`config.mk`:
```
export PLATFORM = sky130hd
export DESIGN_NAME = adc_sar_sequencer
export DESIGN_NICKNAME = d
export VERILOG_FILES = /design/src/rtl/adc_sar_sequencer.sv
export SDC_FILE = /design/constraint.sdc
export NUM_CORES = 1
export LEC_CHECK = 0
export ABC_AREA = 1
export BUFFER_PORTS_ARGS = -buffer_cell sky130_fd_sc_hd__buf_2
export CORE_MARGIN = 2
export CORE_UTILIZATION = 61
export DETAILED_ROUTE_END_ITERATION = 6
export GPL_TIMING_DRIVEN = 0
export PLACE_DENSITY = 0.9
export SLEW_MARGIN = 20
export SYNTH_ARGS = -nofsm -noshare
export SYNTH_HDL_FRONTEND = slang
export SYNTH_SLANG_ARGS = --single-unit
```
`constraint.sdc`:
```
create_clock -name clk -period 4.96 [get_ports clk]
set_input_delay 0.744 -clock clk [delete_from_list [all_inputs] [get_ports clk]]
set_output_delay 0.744 -clock clk [all_outputs]
set_load 0.02 [all_outputs]
```
`src/rtl/adc_sar_sequencer.sv`:
```
// ---------------------------------------------------------------------------
// adc_sar_sequencer
//
// Successive-approximation ADC control sequencer. It runs a sampling phase,
// then does one binary-search step per bit, MSB first. Each step lets the
// capacitor-array DAC settle, fires the comparator once and waits for its
// decision. The bit is kept when the comparator reports that the input is
// above the DAC level.
//
// Parameters
//   NBITS          conversion width (DAC word width)
//   SAMPLE_CYCLES  sampling-phase length in clocks (1..15)
//   SETTLE_CYCLES  DAC settling clocks per bit (1..7)
//
// Ports
//   clk            single clock, rising edge
//   rst            synchronous active-high reset
//   start_in       conversion request, looked at only while idle
//   comp_in        comparator decision (1 = keep the bit under trial)
//   comp_valid_in  comparator decision strobe, looked at only while waiting
//   sample_out     sampling switch enable
//   comp_trig_out  one-cycle comparator trigger
//   dac_word_out   trial word to the row/column capacitor decoder
//   result_out     last completed conversion result
//   done_out       one-cycle conversion-complete pulse
//   busy_out       high whenever the sequencer is not idle
//
// Every output comes straight from a flop. The output flops are loaded from
// the *next* state, so each output lines up with the state it belongs to
// and there is no combinational path from an input to an output.
// ---------------------------------------------------------------------------
module adc_sar_sequencer #(
    parameter int NBITS         = 12,
    parameter int SAMPLE_CYCLES = 4,
    parameter int SETTLE_CYCLES = 1
) (
    input  logic             clk,
    input  logic             rst,
    input  logic             start_in,
    input  logic             comp_in,
    input  logic             comp_valid_in,
    output logic             sample_out,
    output logic             comp_trig_out,
    output logic [NBITS-1:0] dac_word_out,
    output logic [NBITS-1:0] result_out,
    output logic             done_out,
    output logic             busy_out
);

    localparam int IW = $clog2(NBITS);

    localparam logic [IW-1:0]    IDX_MSB     = IW'(NBITS - 1);
    localparam logic [IW-1:0]    IDX_ONE     = IW'(1);
    localparam logic [3:0]       SAMPLE_LOAD = 4'(SAMPLE_CYCLES - 1);
    localparam logic [3:0]       SETTLE_LOAD = 4'(SETTLE_CYCLES - 1);
    localparam logic [NBITS-1:0] MSB_ONLY    = {1'b1, {(NBITS-1){1'b0}}};

    typedef enum logic [2:0] {
        S_IDLE   = 3'd0,
        S_SAMPLE = 3'd1,
        S_SETTLE = 3'd2,
        S_TRIG   = 3'd3,
        S_WAIT   = 3'd4,
        S_DONE   = 3'd5
    } state_t;

    state_t           state_q, state_d;
    logic [3:0]       cnt_q, cnt_d;        // remaining clocks in SAMPLE / SETTLE
    logic [IW-1:0]    idx_q, idx_d;        // bit currently under trial
    logic [NBITS-1:0] dac_q, dac_d;
    logic [NBITS-1:0] result_q, result_d;
    logic             sample_q, sample_d;
    logic             trig_q, trig_d;
    logic             done_q, done_d;
    logic             busy_q, busy_d;

    // Trial word after the comparator decision for the current bit has been
    // folded in. Bits below idx_q are zero in dac_q, so the only extra work
    // is to set the next trial bit.
    logic [NBITS-1:0] decided_word;

    // -----------------------------------------------------------------------
    // State and datapath register
    // -----------------------------------------------------------------------
    always_ff @(posedge clk) begin
        if (rst) begin
            state_q  <= S_IDLE;
            cnt_q    <= '0;
            idx_q    <= IDX_MSB;
            dac_q    <= '0;
            result_q <= '0;
            sample_q <= 1'b0;
            trig_q   <= 1'b0;
            done_q   <= 1'b0;
            busy_q   <= 1'b0;
        end else begin
            state_q  <= state_d;
            cnt_q    <= cnt_d;
            idx_q    <= idx_d;
            dac_q    <= dac_d;
            result_q <= result_d;
            sample_q <= sample_d;
            trig_q   <= trig_d;
            done_q   <= done_d;
            busy_q   <= busy_d;
        end
    end

    // -----------------------------------------------------------------------
    // Next-state and datapath logic
    // -----------------------------------------------------------------------
    always_comb begin
        state_d      = state_q;
        cnt_d        = cnt_q;
        idx_d        = idx_q;
        dac_d        = dac_q;
        result_d     = result_q;

        decided_word = dac_q;
        decided_word[idx_q] = comp_in;
        if (idx_q != '0) begin
            decided_word[idx_q - IDX_ONE] = 1'b1;
        end

        case (state_q)
            S_IDLE: begin
                // dac_q keeps the last final word while idle.
                if (start_in) begin
                    state_d = S_SAMPLE;
                    cnt_d   = SAMPLE_LOAD;
                    dac_d   = '0;
                end
            end

            S_SAMPLE: begin
                if (cnt_q == '0) begin
                    state_d = S_SETTLE;
                    cnt_d   = SETTLE_LOAD;
                    idx_d   = IDX_MSB;
                    dac_d   = MSB_ONLY;
                end else begin
                    cnt_d = cnt_q - 4'd1;
                end
            end

            S_SETTLE: begin
                if (cnt_q == '0) begin
                    state_d = S_TRIG;
                end else begin
                    cnt_d = cnt_q - 4'd1;
                end
            end

            S_TRIG: begin
                state_d = S_WAIT;
            end

            S_WAIT: begin
                if (comp_valid_in) begin
                    dac_d = decided_word;
                    if (idx_q != '0) begin
                        idx_d   = idx_q - IDX_ONE;
                        cnt_d   = SETTLE_LOAD;
                        state_d = S_SETTLE;
                    end else begin
                        // Result is captured on the same edge that enters DONE.
                        result_d = decided_word;
                        state_d  = S_DONE;
                    end
                end
            end

            S_DONE: begin
                state_d = S_IDLE;
            end

            default: begin
                state_d = S_IDLE;
            end
        endcase
    end

    // -----------------------------------------------------------------------
    // Output logic: decoded from the next state so that the registered
    // outputs are valid in the same cycle as the state they describe.
    // -----------------------------------------------------------------------
    always_comb begin
        sample_d = (state_d == S_SAMPLE);
        trig_d   = (state_d == S_TRIG);
        done_d   = (state_d == S_DONE);
        busy_d   = (state_d != S_IDLE);
    end

    assign sample_out    = sample_q;
    assign comp_trig_out = trig_q;
    assign dac_word_out  = dac_q;
    assign result_out    = result_q;
    assign done_out      = done_q;
    assign busy_out      = busy_q;

endmodule

```
## Word-level counts from Yosys, hierarchy flattened

Cells that the tools add are included.

| storage, ports and cells | value |
|---|---|
| memories | 0 |
| latch bits | 0 |
| bits in writable memories | 0 |
| word-level logic and storage cells | 68 |
| output and inout port bits | 28 |
| input bits | 5 |
| memory bits (read-only) | 0 |
| register bits after elaboration | 39 |

| cells by class | value |
|---|---|
| reduce and logical (&&, ||, !) cells | 13 |
| equal/unequal tests | 12 |
| shift-type cells | 0 |
| magnitude comparators | 4 |
| multiplexer cells | 26 |
| add/subtract/negate cells | 2 |
| bitwise gates (word level) | 2 |
| multiply operators | 0 |
| div/mod/pow operators | 0 |

Operator list:

| operator | number |
|---|---|
| 2-to-1 mux 12 bit | 4 |
| case mux 12 bit (3 select lines) | 1 |
| 2-to-1 mux 4 bit | 8 |
| case mux 4 bit (4 select lines) | 1 |
| 2-to-1 mux 3 bit | 5 |
| case mux 3 bit (5 select lines) | 1 |
| bitwise mux 12 bit | 1 |
| OR 12 bit | 1 |
| < comparator 4 x 5 -> 1 bit, second input constant | 2 |
| != test 2 bit, second input constant | 5 |
| equality test 3 x 2 -> 1 bit, second input constant | 3 |
| demux 1 bit (select 4 bit) | 2 |
| greater-or-equal comparator 4 x 1 -> 1 bit, second input constant | 2 |
| case mux 4 bit (2 select lines) | 1 |
| AND reduction 4 bit | 2 |
| nonzero test 4 bit | 2 |
| subtractor 4 x 1 -> 4 bit, second input constant | 2 |
| equality test 3 x 1 -> 1 bit, second input constant | 2 |
| equality test 3 bit, second input constant | 2 |
| nonzero test 3 bit | 2 |
| AND reduction 5 bit | 1 |
| logical NOT 4 bit | 1 |
| logical NOT 3 bit | 1 |
| AND reduction 3 bit | 1 |
| other kinds (4) | 6 |

## Logic depth before layout (Yosys ltp)

| depth | value |
|---|---|
| word-level depth | 9 |
| mapped depth | 10 |
| depth with buffers taken out | 10 |

## Worst setup path after synthesis

Ideal clock, no wire load.

| path | value |
|---|---|
| kind | register to register |
| start point | reg idx_q[0] |
| end point | reg busy_q, in the netlist busy_out |
| arrival time | 1.441 ns |
| buffers on the path | 0 |
| slack | 3.394 ns |
| cell stages (with the launch flop) | 10 |
| setup time | 0.126 ns |
| cell sequence | dfxtp_1 inv_1 ha_1 inv_1 nor2_4 nand2_1 nand2_2 nor2_8 o21ai_1 nand3_1 |

| between the ends | value |
|---|---|
| word-level cells in the longest chain between the ends | 5 |

Ends and longest elaborated chain:

| element | line | source |
|---|---|---|
| start, declared | 69 | `logic [IW-1:0] idx_q, idx_d;` |
| start signal, assigned | 99 | `idx_q <= idx_d;` |
| nonzero test 4 bit | 161 | `if (idx_q != '0) begin` |
| 2-to-1 mux 3 bit | 161 |  |
| 2-to-1 mux 3 bit | 159 | `if (comp_valid_in) begin` |
| case mux 3 bit (5 select lines) | 125 | `case (state_q)` |
| nonzero test 3 bit | 191 | `busy_d = (state_d != S_IDLE);` |
| end signal, assigned | 105 | `busy_q <= busy_d;` |
| end, declared | 75 | `logic busy_q, busy_d;` |

Every way passes these cells.
A chain may end at the register's enable or synchronous reset.

## Final worst setup path

Same ends and word-level chain as after synthesis.

==> results list <==
- The die is 64.07 um wide.
* Aggregate global routing overflow: 0
- Fraction of final layout cells sized beyond drive strength 1: 0.1821
* Most common flop cell mapped by yosys: dfxtp_1
* Synthesized area per cell: 6.710 um^2
- After detailed routing, the average wire length per cell comes to 12.86 um.
* Arithmetic-cell share of the synthesized area counting full adders, half adders and majority gates: 0.03980
- Family with the most delay on the worst path: simple AND/OR/NAND/NOR gates
- CTS hold repair buffers: 0
- Post-detailed-route DRC marker count: 0
* Yosys synthesis warning count: 0
* Largest driver fanout on the critical path: 9
- Delay contributed by the slowest stage of the critical path: 350 ps
- Critical Path Most Common Cell: inv_1
- Overall die area: 4104 um^2
* Via count: 2225
- After the last flow step, the layout net total stands at 379.
* Buffers & Inverters on Critical Path: 2
- Number of detailed-route iterations in the first pass: 5
- Cts bufs inserted: 5
* Std-Cell Core Area: 3390 um^2
- Ant diodes: 0
* Final-report max-slew violation count: 0
- Relative to the synthesized area, the layout overhead comes to 14.67%.
* Register-to-register path setup slack: 3170 ps
- Synthesis inferred 39 register bits.
- Summing all placed instances gives a cell area of 2419 um^2.
- Clock latency on the worst-skew pair: 350 ps
- Adding up every negative setup slack in the final design gives 0 ps.
- Routability cong.: 0.9412
- The number of hold violations in the final report came to 0.
* Finish-stage setup viols: 0
* Reg-to-reg endpoint: busy_out
* Setup Crit Path Kind: register to register
* Final cycle utilization of the critical path: 0.3619
- After synthesis, the largest family of logic cells by area is simple AND/OR/NAND/NOR gates.
- Based on the critical path, the design can be clocked at up to 557.1 MHz.
* Power share of the clock group: 0.217
- Kind of start point of the critical path: register
- Area fraction in compound gates after synthesis: 0.1455
- Clock tree from TritonCTS: built
- Of the total synthesized cell area, the portion taken by AND, OR, NAND and NOR gates is 0.3621.
* Largest voltage drop on the vdd net: 0.3254 mV
- Cell accounting for the most synthesized area: dfxtp_1
* Net switching component of the power: 544.8 uW
* Vias/cell: 5.374
- The slowest stage of the critical path is the dfxtp_1 cell.
* Global-route wire length before repair: 9121 um
- The synthesized netlist contains 27 unique library cells.
- Parity-gate share of the synthesized area counting xor and xnor cells: 0.007959
- The path with the worst hold slack has its endpoint at dac_word_out[3].
- During placement, the flow inserted port buffers numbering 32.
- Count of flip-flops with a built-in enable after synthesis: 0
- Worst reg2reg path startpoint: idx_q[0]
- Number of global-route vias before repair: 2031
* Final core utilization: 0.7446
- Maximum number of pins on one net before global-route repair: 14
- Once the clock tree was built, the setup fixing pass inserted 0 buffers.
* Main area contributors after synthesis: dfxtp_1 (35%), nand2_1 (15%), nor2_1 (6.8%)
* CTS clock-pin slew for the worst setup and hold paths: 130 ps
* Unrepaired setup endpoints after global routing: false
* Internal power component: 699.8 uW
* Total number of H-tree levels: 2
- Nature of the critical path endpoint: register
- Final Instance Area: 2524 um^2
- Along the worst hold path, the cell count comes to 2.
- For the finished layout, the period the worst path requires is 1795 ps.
- After legalization and detailed placement, the total HPWL measured 3851 um.
- Wires add up to 5323 um.
- Post-synthesis cell count: 328
* Initial antenna violation count: 0
* Cell Chain, Critical Path: inv_1 > ha_1 > inv_1 > nor2_4 > nand2_1 > nand2_2 > nor2_8 > o21ai_1 > nand3_1
- On the final layout, the worst clock skew is 8.904 ps.
- Routed Antenna Nets: 0
- TritonCTS sink count: 39
- Of the total power, the share spent switching nets is 0.4377.
- Overall power after layout: 1.245 mW
- Synth cell count leaders: nand2_1 (89), nor2_1 (40), dfxtp_1 (39), inv_1 (31), a21oi_1 (26)
- The share of total power dissipated in combinational logic is 0.462.
- The share of synthesized area in the top cell type comes to 0.3547.
- In this run the most critical hold path is launched from dac_word_out[3].
* Leakage: 1.276 nW
- Seq/Total Area, Yosys: 0.3547
* Share of total power in sequential cells: 0.321
- I/O pin count: 33
- Resized cells post-CTS: 0
- For the pin with the worst max-slew slack, the measured transition is 529.6 ps.
- From bottom edge to top edge, the die measures 64.07 um.
- The mapped netlist covers 2201 um^2.
* Clock root cell: clkbuf_4
- Data on the critical path is required at its endpoint by 5210 ps.
* Rel. slew slack: 0.6469
- FFs w/ async S/R, synth: 0
- Count of maximum capacitance violations: 0
- Pwr/cell area: 493.2 nW/um^2
- Count of routing violations after the opening detailed-route iteration: 92
- When the netlist entered floorplanning its net count stood at 340.
* Most frequent cell after synthesis: nand2_1
- Count of standard-cell rows: 21
* Status: complete, no violations
- Global-route usage over all layers: 0.2837
- STA puts the critical path data arrival time at 2040 ps.
- Worst Reg2Reg Path Length in Cells: 9
* Buffer levels on the longest clock path: 2
- Hold is met by 484.2 ps.
* Initial standard-cell utilization of the core: 0.6493
- Proportion of synthesized area in mux cells: 0
- Worst hold path class: register to register
## placed cells by master, fill, tap and decap left out
master	n
inv_1	31
nand3_1	14
dfxtp_1	39
nand4_2	1
nand2_4	2
nor3_1	7
inv_2	5
nor2_8	1
o21a_1	6
xor2_1	2
clkbuf_1	3
nor2_4	4
o21ai_0	20
ha_1	7
nand2_1	89
inv_4	1
nand4_1	9
nor2_1	40
buf_2	35
buf_4	1
buf_6	2
clkbuf_4	5
a21oi_1	26
o211ai_1	2
bufinv_16	2
o21ai_1	6
nand3_2	2
nor2_2	1
nand2_2	4
clkinvlp_4	1
## cell type report
type	count	area [um^2]
Tap cell	46	57.56
Clock buffer	5	37.54
Inverter	37	141.4
Clock inverter	3	67.56
Sequential cell	39	780.7
Multi-Input combinational cell	243	1222
Buffer	9	56.30
Timing Repair Buffer	32	160.2
Fill cell	282	865.8
## stage by stage
step,cells,setup slack (ps)
floorplan,328,3394
global placement,406,3143
detailed placement,406,3101
CTS,414,3168
global route,414,2986
finish,414,3165
## power groups by stage
| stage | sequential [mW] | clock (mW) | combinational, mW |
|---|---|---|---|
| 2_1_floorplan | 0.415 | 0 | 0.426 |
| 3_3_place_gp | 0.404 | 0 | 0.542 |
| 3_5_place_dp | 0.406 | 0 | 0.558 |
| 4_1_cts | 0.399 | 0.273 | 0.566 |
| 5_1_grt | 0.407 | 0.286 | 0.648 |
| 6_report | 0.399 | 0.270 | 0.576 |
## registers in the layout, indices dropped and copies added (netlist names)
register / cells
result_out: 12
done_out: 1
dac_word_out: 12
cnt_q: 4
idx_q: 4
state_q: 3
busy_out: 1
sample_out: 1
comp_trig_out: 1
## metal layers
metal,part of all wire,track usage
met1,0.44,0.3664
met3,0.061,0.05810
met2,0.48,0.4714
met5,0,0
met4,0.014,0.09239
## kinds of logic after synthesis
logic type,Yosys count
AOI/OAI and AO/OA,60
buffers and inverters,46
DFF,39
adders and majority gates,7
and+or+nand+nor,174
xor gates and xnor gates,2
## worst reg2reg max path: stages (launching register included)
cell and delay [ps]:
dfxtp_1 350, inv_1 200, ha_1 260, inv_1 130, nor2_4 200, nand2_1 110
nand2_2 140, nor2_8 60, o21ai_1 160, nand3_1 90
## how the worst max path moves through the flow
stage | cells past startpoint | end | slack [ps] | start
3_5_place_dp | 7 | result_out[2] | 3100 | comp_in
4_1_cts | 9 | busy_out | 3170 | idx_q[0]
3_3_place_gp | 7 | result_out[2] | 3140 | comp_in
6_report | 9 | busy_out | 3170 | idx_q[0]
5_1_grt | 9 | busy_out | 2990 | idx_q[0]
2_1_floorplan | 9 | busy_out | 3390 | idx_q[0]
(Power assumes the default switching activity.)
